**config.mk**
```make
export PLATFORM = sky130hd
export DESIGN_NAME = rng_health_monitor
export DESIGN_NICKNAME = d
export VERILOG_FILES = /design/src/rtl/rng_health_pkg.sv /design/src/rtl/rng_health_monitor_fail_window.sv /design/src/rtl/rng_health_monitor.sv
export SDC_FILE = /design/constraint.sdc
export NUM_CORES = 1
export LEC_CHECK = 0
export BUFFER_PORTS_ARGS = -buffer_cell sky130_fd_sc_hd__buf_4
export CAP_MARGIN = 40
export CELL_PAD_IN_SITES_DETAIL_PLACEMENT = 1
export CELL_PAD_IN_SITES_GLOBAL_PLACEMENT = 2
export CORE_MARGIN = 2
export CORE_UTILIZATION = 36
export DETAILED_ROUTE_END_ITERATION = 10
export GPL_TIMING_DRIVEN = 0
export PLACE_DENSITY = 0.85
export SYNTH_ARGS = -nofsm -noshare
export SYNTH_HDL_FRONTEND = slang
export SYNTH_HIERARCHICAL = 1
export SYNTH_SLANG_ARGS = --single-unit
export TNS_END_PERCENT = 20
```
**constraint.sdc**
```tcl
create_clock -name clk -period 7 [get_ports clk]
set_input_delay 0.7 -clock clk [delete_from_list [all_inputs] [get_ports clk]]
set_output_delay 0.7 -clock clk [all_outputs]
set_load 0.03 [all_outputs]
```
**src/rtl/rng_health_pkg.sv**
```systemverilog
// Shared types, widths and helpers for the RNG health monitor.
package rng_health_pkg;

  typedef enum logic [1:0] {
    ST_WARMUP   = 2'd0,
    ST_HEALTHY  = 2'd1,
    ST_DEGRADED = 2'd2,
    ST_ALARM    = 2'd3
  } health_state_e;

  localparam int CNT_W     = 8;
  localparam int BLK_W     = 16;
  localparam int WIN_CNT_W = 6;

  function automatic logic [WIN_CNT_W-1:0] popcount32(input logic [31:0] v);
    logic [WIN_CNT_W-1:0] c;
    c = '0;
    for (int i = 0; i < 32; i++) c = c + {{(WIN_CNT_W-1){1'b0}}, v[i]};
    return c;
  endfunction

  function automatic logic [CNT_W-1:0] sat_inc_cnt(input logic [CNT_W-1:0] v);
    return (&v) ? v : v + 1'b1;
  endfunction

  function automatic logic [BLK_W-1:0] sat_inc_blk(input logic [BLK_W-1:0] v);
    return (&v) ? v : v + 1'b1;
  endfunction

endpackage

```
**src/rtl/rng_health_monitor_fail_window.sv**
```systemverilog
// Sliding window of the last WIN_LEN verdicts (1 = fail) with a registered fail count.
module fail_window
  import rng_health_pkg::*;
#(
  parameter int WIN_LEN = 16
) (
  input  logic                 clk,
  input  logic                 rst,
  input  logic                 shift_en,
  input  logic                 bit_in,
  input  logic                 clr,
  output logic [WIN_CNT_W-1:0] win_fails,
  output logic [WIN_CNT_W-1:0] win_next
);

  logic [WIN_LEN-1:0]   window_q, window_d;
  logic [31:0]          padded;
  logic [WIN_CNT_W-1:0] win_fails_q;

  always_comb begin
    window_d = window_q;
    if (clr)           window_d = '0;
    else if (shift_en) window_d = {window_q[WIN_LEN-2:0], bit_in};
    padded = '0;
    padded[WIN_LEN-1:0] = window_d;
    win_next = popcount32(padded);
  end

  always_ff @(posedge clk) begin
    if (rst) begin
      window_q    <= '0;
      win_fails_q <= '0;
    end else begin
      window_q    <= window_d;
      win_fails_q <= win_next;
    end
  end

  assign win_fails = win_fails_q;

endmodule

```
**src/rtl/rng_health_monitor.sv**
```systemverilog
// Health FSM over block-test verdicts: warm-up discard, consecutive/windowed fail tracking,
// rng_ok gate for the entropy consumer and a sticky alarm.
module rng_health_monitor
  import rng_health_pkg::*;
#(
  parameter int WARMUP_BLOCKS = 1,
  parameter int MAX_CONSEC    = 3,
  parameter int WIN_LEN       = 16,
  parameter int MAX_WIN_FAILS = 4
) (
  input  logic        clk,
  input  logic        rst,
  input  logic        blk_done,
  input  logic        pass,
  input  logic        clr_alarm,
  output logic        rng_ok,
  output logic        alarm,
  output logic [1:0]  state,
  output logic [7:0]  consec_fails,
  output logic [5:0]  win_fails,
  output logic [15:0] blk_count
);

  localparam logic [CNT_W-1:0]     WARM_L    = CNT_W'(WARMUP_BLOCKS);
  localparam logic [CNT_W-1:0]     CONSEC_L  = CNT_W'(MAX_CONSEC);
  localparam logic [WIN_CNT_W-1:0] MAX_WIN_L = WIN_CNT_W'(MAX_WIN_FAILS);

  // Handshake: blk_done is a single-cycle valid with no back-pressure; pass is only
  // meaningful while blk_done is high, and every strobe is consumed in that cycle.
  health_state_e        state_q, state_d;
  logic [CNT_W-1:0]     warm_q, warm_d, consec_q, consec_d;
  logic [BLK_W-1:0]     blk_q, blk_d;
  logic                 rng_ok_q, rng_ok_d, alarm_q, alarm_d;
  logic                 clear_fire, win_shift;
  logic [WIN_CNT_W-1:0] win_next, win_fails_w;

  // A clear in ALARM takes priority and swallows any verdict arriving alongside it.
  assign clear_fire = clr_alarm && (state_q == ST_ALARM);
  assign win_shift  = blk_done && !clear_fire && (state_q != ST_WARMUP);

  fail_window #(.WIN_LEN(WIN_LEN)) u_fail_window (
    .clk      (clk),
    .rst      (rst),
    .shift_en (win_shift),
    .bit_in   (~pass),
    .clr      (clear_fire),
    .win_fails(win_fails_w),
    .win_next (win_next)
  );

  always_comb begin
    state_d  = state_q;
    warm_d   = warm_q;
    consec_d = consec_q;
    blk_d    = blk_q;
    if (clear_fire) begin
      state_d  = ST_WARMUP;
      warm_d   = WARM_L;
      consec_d = '0;
    end else if (blk_done) begin
      if (state_q == ST_WARMUP) begin
        warm_d = warm_q - 1'b1;
        if (warm_q == CNT_W'(1)) state_d = ST_HEALTHY;
      end else begin
        consec_d = pass ? '0 : sat_inc_cnt(consec_q);
        blk_d    = sat_inc_blk(blk_q);
        if (state_q != ST_ALARM) begin
          if (consec_d >= CONSEC_L || win_next > MAX_WIN_L) state_d = ST_ALARM;
          else if (consec_d != '0)                           state_d = ST_DEGRADED;
          else                                               state_d = ST_HEALTHY;
        end
      end
    end
    rng_ok_d = (state_d == ST_HEALTHY);
    alarm_d  = (state_d == ST_ALARM);
  end

  always_ff @(posedge clk) begin
    if (rst) begin
      state_q  <= ST_WARMUP;
      warm_q   <= WARM_L;
      consec_q <= '0;
      blk_q    <= '0;
      rng_ok_q <= 1'b0;
      alarm_q  <= 1'b0;
    end else begin
      state_q  <= state_d;
      warm_q   <= warm_d;
      consec_q <= consec_d;
      blk_q    <= blk_d;
      rng_ok_q <= rng_ok_d;
      alarm_q  <= alarm_d;
    end
  end

  assign state        = state_q;
  assign rng_ok       = rng_ok_q;
  assign alarm        = alarm_q;
  assign consec_fails = consec_q;
  assign win_fails    = win_fails_w;
  assign blk_count    = blk_q;

endmodule

```
==> results of run 1 <==
## cells by family after synthesis
family / count (synthesis) / synth area share, %
DFF: 57 / 34.4
buffers and inverters: 49 / 8.56
other: 1 / 0.113
AOI/OAI and AO/OA: 52 / 11.7
and+or+nand+nor: 143 / 23.0
xor gates and xnor gates: 20 / 5.28
adders and majority gates: 24 / 11.5
muxes: 18 / 5.47
## cell type report
type	instances	area [um^2]
Tap cell	111	139
Sequential cell	57	1140
Clock buffer	14	173
Fill cell	1094	5170
Timing Repair Buffer	36	270
Multi-Input combinational cell	259	1900
Inverter	26	97.6
Clock inverter	2	35.0
Buffer	23	186
## worst min-delay path by stage
stage / start / endpoint / cells after the start
after floorplan: warm_q[1] / warm_q[1] / 2
after global placement: warm_q[1] / warm_q[1] / 2
after detailed placement: warm_q[1] / warm_q[1] / 2
after CTS: warm_q[1] / warm_q[1] / 2
after global routing: warm_q[1] / warm_q[1] / 2
final: warm_q[1] / warm_q[1] / 2
## metrics by stage
step / total power [W] / utilization (%) / hold slack, ns / area [um^2]
4_1_cts: 0.000782 / 43.2 / 0.505 / 3940
2_1_floorplan: 0.000426 / - / 0.478 / 3320
3_5_place_dp: 0.000454 / 41.0 / 0.496 / 3730
5_1_grt: 0.000808 / 43.2 / 0.531 / 3940
6_report: 0.000771 / 43.2 / 0.507 / 3940
3_3_place_gp: 0.000451 / 41.0 / 0.487 / 3730
## where the power goes
| part | internal (W) | total (W) | leakage [nW] | switching (W) |
|---|---|---|---|---|
| Combinational | 0.0000437 | 0.000101 | 1.08 | 0.0000574 |
| Sequential | 0.000334 | 0.000344 | 0.461 | 0.00000996 |
| Clock | 0.000193 | 0.000325 | 0.107 | 0.000132 |
| Total | 0.000572 | 0.000771 | 1.64 | 0.000199 |
## Yosys cell counts (all sizes together), types with 2 or more instances
cell / instances / area (um^2)
dfxtp: 57 / 1140
nor2: 52 / 205
inv: 26 / 97.6
mux2i: 17 / 170
buf: 16 / 150
a21oi: 14 / 73.8
nand3: 14 / 70.1
ha: 13 / 163
nor3: 13 / 65.1
or2: 13 / 83.8
nand2: 12 / 45.0
fa: 11 / 220
xnor2: 11 / 96.3
o21ai: 9 / 45.0
xor2: 9 / 78.8
and3: 8 / 52.6
clkbuf: 7 / 36.3
or3: 7 / 43.8
nand4: 5 / 31.3
a31oi: 4 / 25.0
nor2b: 4 / 25.0
and4: 3 / 26.3
o21a: 3 / 22.5
a221oi: 2 / 17.5
a311o: 2 / 20.0
and2b: 2 / 16.3
nor4: 2 / 12.5
o211ai: 2 / 20.0
o311ai: 2 / 35.0
o32ai: 2 / 17.5
## per-layer routing
| layer | global-route usage (%) | up-vias |
|---|---|---|
| met3 | 3.48 | 8 |
| met2 | 26.7 | 37 |
| li1 | - | 1341 |
| met1 | 22.4 | 1284 |
| met4 | 6.01 | 0 |
| met5 | 0 | - |
## state kept, by name (all words and copies together), names as in the netlist
signal and cells:
alarm 1, rng_ok 1, state 2, warm_q 8, consec_fails 8, u_fail_window/win_fails 5, u_fail_window/window_q 16, blk_count 16
## worst register-to-register path: stages, from the launching register on
cell	delay, ns
dfxtp_1	0.38
o21ai_1	0.65
nor2_2	0.18
buf_6	0.20
buf_12	0.15
mux2i_1	0.11
or2_1	0.25
fa_1	0.51
fa_1	0.47
fa_1	0.53
inv_1	0.06
fa_1	0.45
inv_1	0.09
fa_1	0.40
inv_1	0.07
ha_1	0.25
nor2b_1	0.15
o21bai_1	0.16
nand2_1	0.08
nor3_1	0.16
and3_1	0.22
o311ai_4	0.12
nor4b_4	0.37
a311o_1	0.24
and2b_1	0.13
==> qor.csv, run 1 <==
stage,metric,value,unit
global_routing,gr ovfl total,0,
logic_synthesis,Post-synth EDFFs,0,
placed_design,RD Place Congestion,0.761,
critical_path,CP arrival,6.71,ns
placed_design,Inst Count DP,512,
critical_path,CP max stage cell,o21ai_1,
critical_path,Top Family by Delay on Critical Path,adder cells,
placed_design,Post-Place Worst Slack,0.338,ns
die,width of the die,100,um
global_routing,largest net degree at the start of global routing,11,
clock_network,Post-CTS Setup Inserts,0,
routing,M1 WL,3.85,mm
pwr,Max IR drop VDD,0.0000832,V
cells_and_area,fin cells,528,
die,Die ar.,10000,um^2
critical_path,cell mode on critical path,fa_1,
clock_network,Clock Tree Buf Depth,2,
die,Initial Util,36.4,%
critical_path,reg2reg start,state[1],
critical_path,buffers plus inverters on the worst setup path,5,
logic_synthesis,ys flop type,dfxtp_1,
routing,First-pass DRT Iterations,4,
routing,Wirelength per Cell,14.5,um
clock_network,CTS sink count,57,
timing,setup violators final,0,
routing,vias per cell,5.06,
timing,crit share post-route,91.9,%
routing,final WL,7.67,mm
critical_path,crit path kind,flip-flop to flip-flop,
die,I/O Pins,39,
critical_path,crit path capture type,flip-flop,
global_routing,first-pass GRT wire length,13.4,mm
critical_path,Critical Path RT,7.28,ns
cells_and_area,most frequent cells in the layout,"dfxtp_1 (57), nor2_1 (48), buf_4 (40)",
logic_synthesis,"Async S/R FF share, synth",0,%
logic_synthesis,Mapped Cells,364,
routing,wire length on met3,213,um
timing,worst rel slew slack,48.3,%
pwr,leak pwr,1.64,nW
placed_design,number of port buffers,36,
clock_network,Worst-path clk slew,0.07,ns
logic_synthesis,"flops & latches, synth",57,
timing,Tightest Pin Transition,0.771,ns
timing,final hold viol count,0,
cells_and_area,diodes inserted,0,
critical_path,CP Depth,24,
critical_path,reg2reg path depth,24,
global_routing,number of global-route vias before repair,2782,
cells_and_area,"most common cell after layout, fill and taps aside",dfxtp_1,
clock_network,PostCTS Resize Cnt,0,
logic_synthesis,Syn Area/Cell,9.12,um^2
clock_network,H-tree depth,3,
timing,setup tns final,0,ns
clock_network,CTS tree,done,
global_routing,antenna violations before repair,0,
logic_synthesis,"Seq/Total Area, Yosys",34.4,%
timing,Clock Skew,0.0120,ns
logic_synthesis,post-synth cell types,67,
outcome,status,finished clean,
die,core area,9110,um^2
critical_path,internal reg-to-reg setup slack,0.56,ns
timing,Max Clk Rate,155,MHz
timing,Tmin final,6.44,ns
job,Max-Cap Viols,0,
min_path,Hold Crit Class,flip-flop to flip-flop,
critical_path,worst setup path start,state[1],
die,row cnt,35,
cells_and_area,Final #Nets,441,
critical_path,critical path endpoint,rng_ok,
routing,via count,2670,
critical_path,crit path launch type,flip-flop,
clock_network,TritonCTS Buffers,9,
routing,post-route antenna net violation count,0,
clock_network,CTS Hold Bufs,0,
critical_path,RR Endpoint,rng_ok,
timing,final worst setup slack,0.564,ns
global_routing,gr usage total,16.7,%
cells_and_area,synthesis-to-layout area growth,18.7,%
logic_synthesis,Synth Cell Area,3320,um^2
routing,max layer used,met4,
clock_network,CTS root buf,clkbuf_8,
placed_design,hpwl dp,5.75,mm
timing,RSZ-0062 raised after global routing,no,
timing,final slew viol count,0,
critical_path,crit path max fanout,10,
routing,drc violations,0,
critical_path,max incr delay on CP,0.65,ns
cells_and_area,layout cells sized above 1,21.3,%
pwr,PD cells,196,nW/um^2
die,Die Ht,100,um
routing,met2 WL,3.50,mm
logic_synthesis,"Warnings, synthesis",6,
routing,initial drt markers,61,
clock_network,"Clk Latency, worst-skew pair",0.34,ns
critical_path,critical path cell sequence,o21ai_1 -> nor2_2 -> buf_6 -> buf_12 -> mux2i_1 -> or2_1 -> fa_1 -> fa_1 -> fa_1 -> inv_1 -> fa_1 -> inv_1 -> fa_1 -> inv_1 -> ha_1 -> nor2b_1 -> o21bai_1 -> nand2_1 -> nor3_1 -> and3_1 -> o311ai_4 -> nor4b_4 -> a311o_1 -> and2b_1,
(Power assumes the default switching activity.)
==> inputs of run 2 (changes only) <==
--- a/config.mk
+++ b/config.mk
@@ -14,2 +14,3 @@
 export DETAILED_ROUTE_END_ITERATION = 10
+export GPL_ROUTABILITY_DRIVEN = 0
 export GPL_TIMING_DRIVEN = 0
==> constraint.sdc (replaced) <==
create_clock -name clk -period 7 [get_ports clk]
set_input_delay 1.4 -clock clk [delete_from_list [all_inputs] [get_ports clk]]
set_output_delay 1.4 -clock clk [all_outputs]
set_load 0.03 [all_outputs]
==> run 2 against run 1 <==
Compared with the run above:
- register-to-register slack better by 0.44 ns
- core utilization up 0.54 points
- sequential power about the same
- global-route usage about the same
- hold slack worse by 0.0064 ns
- critical path depth grew 2
- sequential cell count unchanged
- wire length is 1.8% higher
- power increased by 0.88%
- sequential share of layout area decreased by 0.35 points
- first-iteration DRC count rose by 66%
==> qor.csv, run 2 (synthesized netlist as in run 1, its figures left out) <==
stage,metric,value,unit
cells_and_area,diodes inserted,0,
cells_and_area,"most common cell after layout, fill and taps aside",dfxtp_1,
critical_path,reg2reg path depth,24,
die,width of the die,100,um
critical_path,reg2reg start,state[1],
timing,final worst setup slack,0.374,ns
die,Die Ht,100,um
critical_path,RR Endpoint,rng_ok,
critical_path,crit path launch type,input pin,
timing,final hold viol count,0,
timing,crit share post-route,94.7,%
cells_and_area,Final #Nets,446,
global_routing,grt met2 use,26.7,%
min_path,Hold Crit Class,flip-flop to flip-flop,
clock_network,CTS tree,done,
timing,final slew viol count,0,
pwr,PD cells,195,nW/um^2
routing,First-pass DRT Iterations,4,
min_path,WHS Endpoint,warm_q[1],
outcome,status,finished clean,
cells_and_area,layout cells sized above 1,22.7,%
routing,initial drt markers,101,
timing,RSZ-0062 raised after global routing,no,
placed_design,Post-Place Worst Slack,-0.362,ns
routing,drc violations,0,
global_routing,gr usage total,16.7,%
placed_design,number of port buffers,36,
cells_and_area,Multi-input gate area,1910,um^2
pwr,Max IR drop VDD,0.0000834,V
placed_design,hpwl dp,5.75,mm
timing,worst rel slew slack,63.9,%
critical_path,crit path max fanout,10,
global_routing,gr busiest metal,met2,
routing,final WL,7.81,mm
timing,Tmin final,6.63,ns
critical_path,crit path capture type,flip-flop,
clock_network,Clock Tree Buf Depth,2,
cells_and_area,synthesis-to-layout area growth,20.2,%
critical_path,internal reg-to-reg setup slack,1.00,ns
global_routing,GRT met1 Usage,22.4,%
cells_and_area,Reg area,1140,um^2
timing,Tightest Pin Transition,0.541,ns
pwr,leak pwr,1.67,nW
global_routing,number of global-route vias before repair,2777,
min_path,Hold Path Depth,2,
critical_path,CP arrival,6.90,ns
global_routing,largest net degree at the start of global routing,11,
global_routing,first-pass GRT wire length,13.4,mm
cells_and_area,most frequent cells in the layout,"dfxtp_1 (57), nor2_1 (48), buf_4 (45)",
die,I/O Pins,39,
timing,setup tns final,0,ns
timing,Max Clk Rate,151,MHz
timing,Clock Skew,0.0122,ns
clock_network,CTS root buf,clkbuf_8,
global_routing,gr ovfl total,0,
die,core area,9110,um^2
clock_network,TritonCTS Buffers,9,
clock_network,Worst-path clk slew,0.07,ns
cells_and_area,number of fill cells,1091,
die,Initial Util,36.4,%
routing,vias per cell,5.06,
clock_network,H-tree depth,3,
global_routing,GR Util met3,3.48,%
routing,post-route antenna net violation count,0,
clock_network,CTS sink count,57,
job,Max-Cap Viols,0,
die,Die ar.,10000,um^2
clock_network,"Clk Latency, worst-skew pair",0.34,ns
critical_path,Critical Path RT,7.28,ns
min_path,Hold Startpoint,warm_q[1],
routing,via count,2699,
routing,Wirelength per Cell,14.7,um
die,row cnt,35,
clock_network,CTS Hold Bufs,0,
critical_path,crit path kind,input pin to flip-flop,
global_routing,antenna violations before repair,0,
timing,setup violators final,0,
==> run 2: changes by cell type in the layout (fill, tap and decap cells not counted) <==
cell	delta
buf_4	+5
fa_1	-1
nor2_4	+1
nor2_2	-1
o21ai_1	-1
fa_2	+1
o21ai_2	+1
==> run 2: layout make-up <==
type	instances	share of cell area [%]
Buffer	23	4.68
Clock buffer	14	4.33
Clock inverter	2	0.879
Inverter	26	2.45
Multi-Input combinational cell	259	47.9
Sequential cell	57	28.6
Tap cell	111	3.48
Timing Repair Buffer	41	7.72
==> run 2: timing repair <==
action | in CTS | in global routing
endpoints found under the setup margin | 2 | 4
pin swaps | 0 | 4
buffers inserted | 0 | 5
resized for setup | 1 | 2
==> run 2: worst max path at each step <==
stage          endpoint       from  depth (start not counted)  slack (ns)
2_1_floorplan    rng_ok  clr_alarm                         25        0.33
3_3_place_gp     rng_ok   blk_done                         25       -0.29
3_5_place_dp     rng_ok   blk_done                         25       -0.36
4_1_cts          rng_ok  clr_alarm                         26        0.04
5_1_grt          rng_ok  clr_alarm                         26        0.05
6_report         rng_ok  clr_alarm                         26        0.37
==> run 2: per-stage QoR <==
stage | total power [W] | utilization (%) | instances | hold slack [ns] | area, um^2
after floorplan | 0.000426 | - | 365 | 0.478 | 3320
after global placement | 0.000451 | 41.0 | 512 | 0.487 | 3730
after detailed placement | 0.000454 | 41.0 | 512 | 0.496 | 3730
after CTS | 0.000782 | 43.3 | 528 | 0.505 | 3940
after global routing | 0.000814 | 43.8 | 533 | 0.531 | 3990
final | 0.000778 | 43.8 | 533 | 0.501 | 3990
==> run 2: power breakdown <==
group | switching, W | internal, W | leakage [nW]
combinational | 0.0000590 | 0.0000478 | 1.10
clock | 0.000133 | 0.000193 | 0.107
sequential | 0.0000101 | 0.000334 | 0.461
==> run 2: metal layers <==
layer  up-vias  share of wire [%]  wire [um]
met5         -                  0          0
met4         0                1.4        106
met3         8                2.8        220
met2        40                 46       3580
met1      1300                 50       3900
li1       1351                  -          -
==> run 2: worst max-delay path, stage by stage <==
cell	delay (ns)
buf_4	0.11
and3_1	0.17
buf_4	0.16
nor2_4	0.10
buf_6	0.13
buf_12	0.14
mux2i_1	0.07
or2_1	0.25
fa_1	0.51
fa_2	0.41
fa_1	0.52
inv_1	0.06
fa_1	0.45
inv_1	0.09
fa_1	0.40
inv_1	0.06
ha_1	0.25
nor2b_1	0.15
o21bai_1	0.16
nand2_1	0.09
nor3_1	0.16
and3_1	0.21
o311ai_4	0.12
nor4b_4	0.36
a311o_1	0.24
and2b_1	0.13
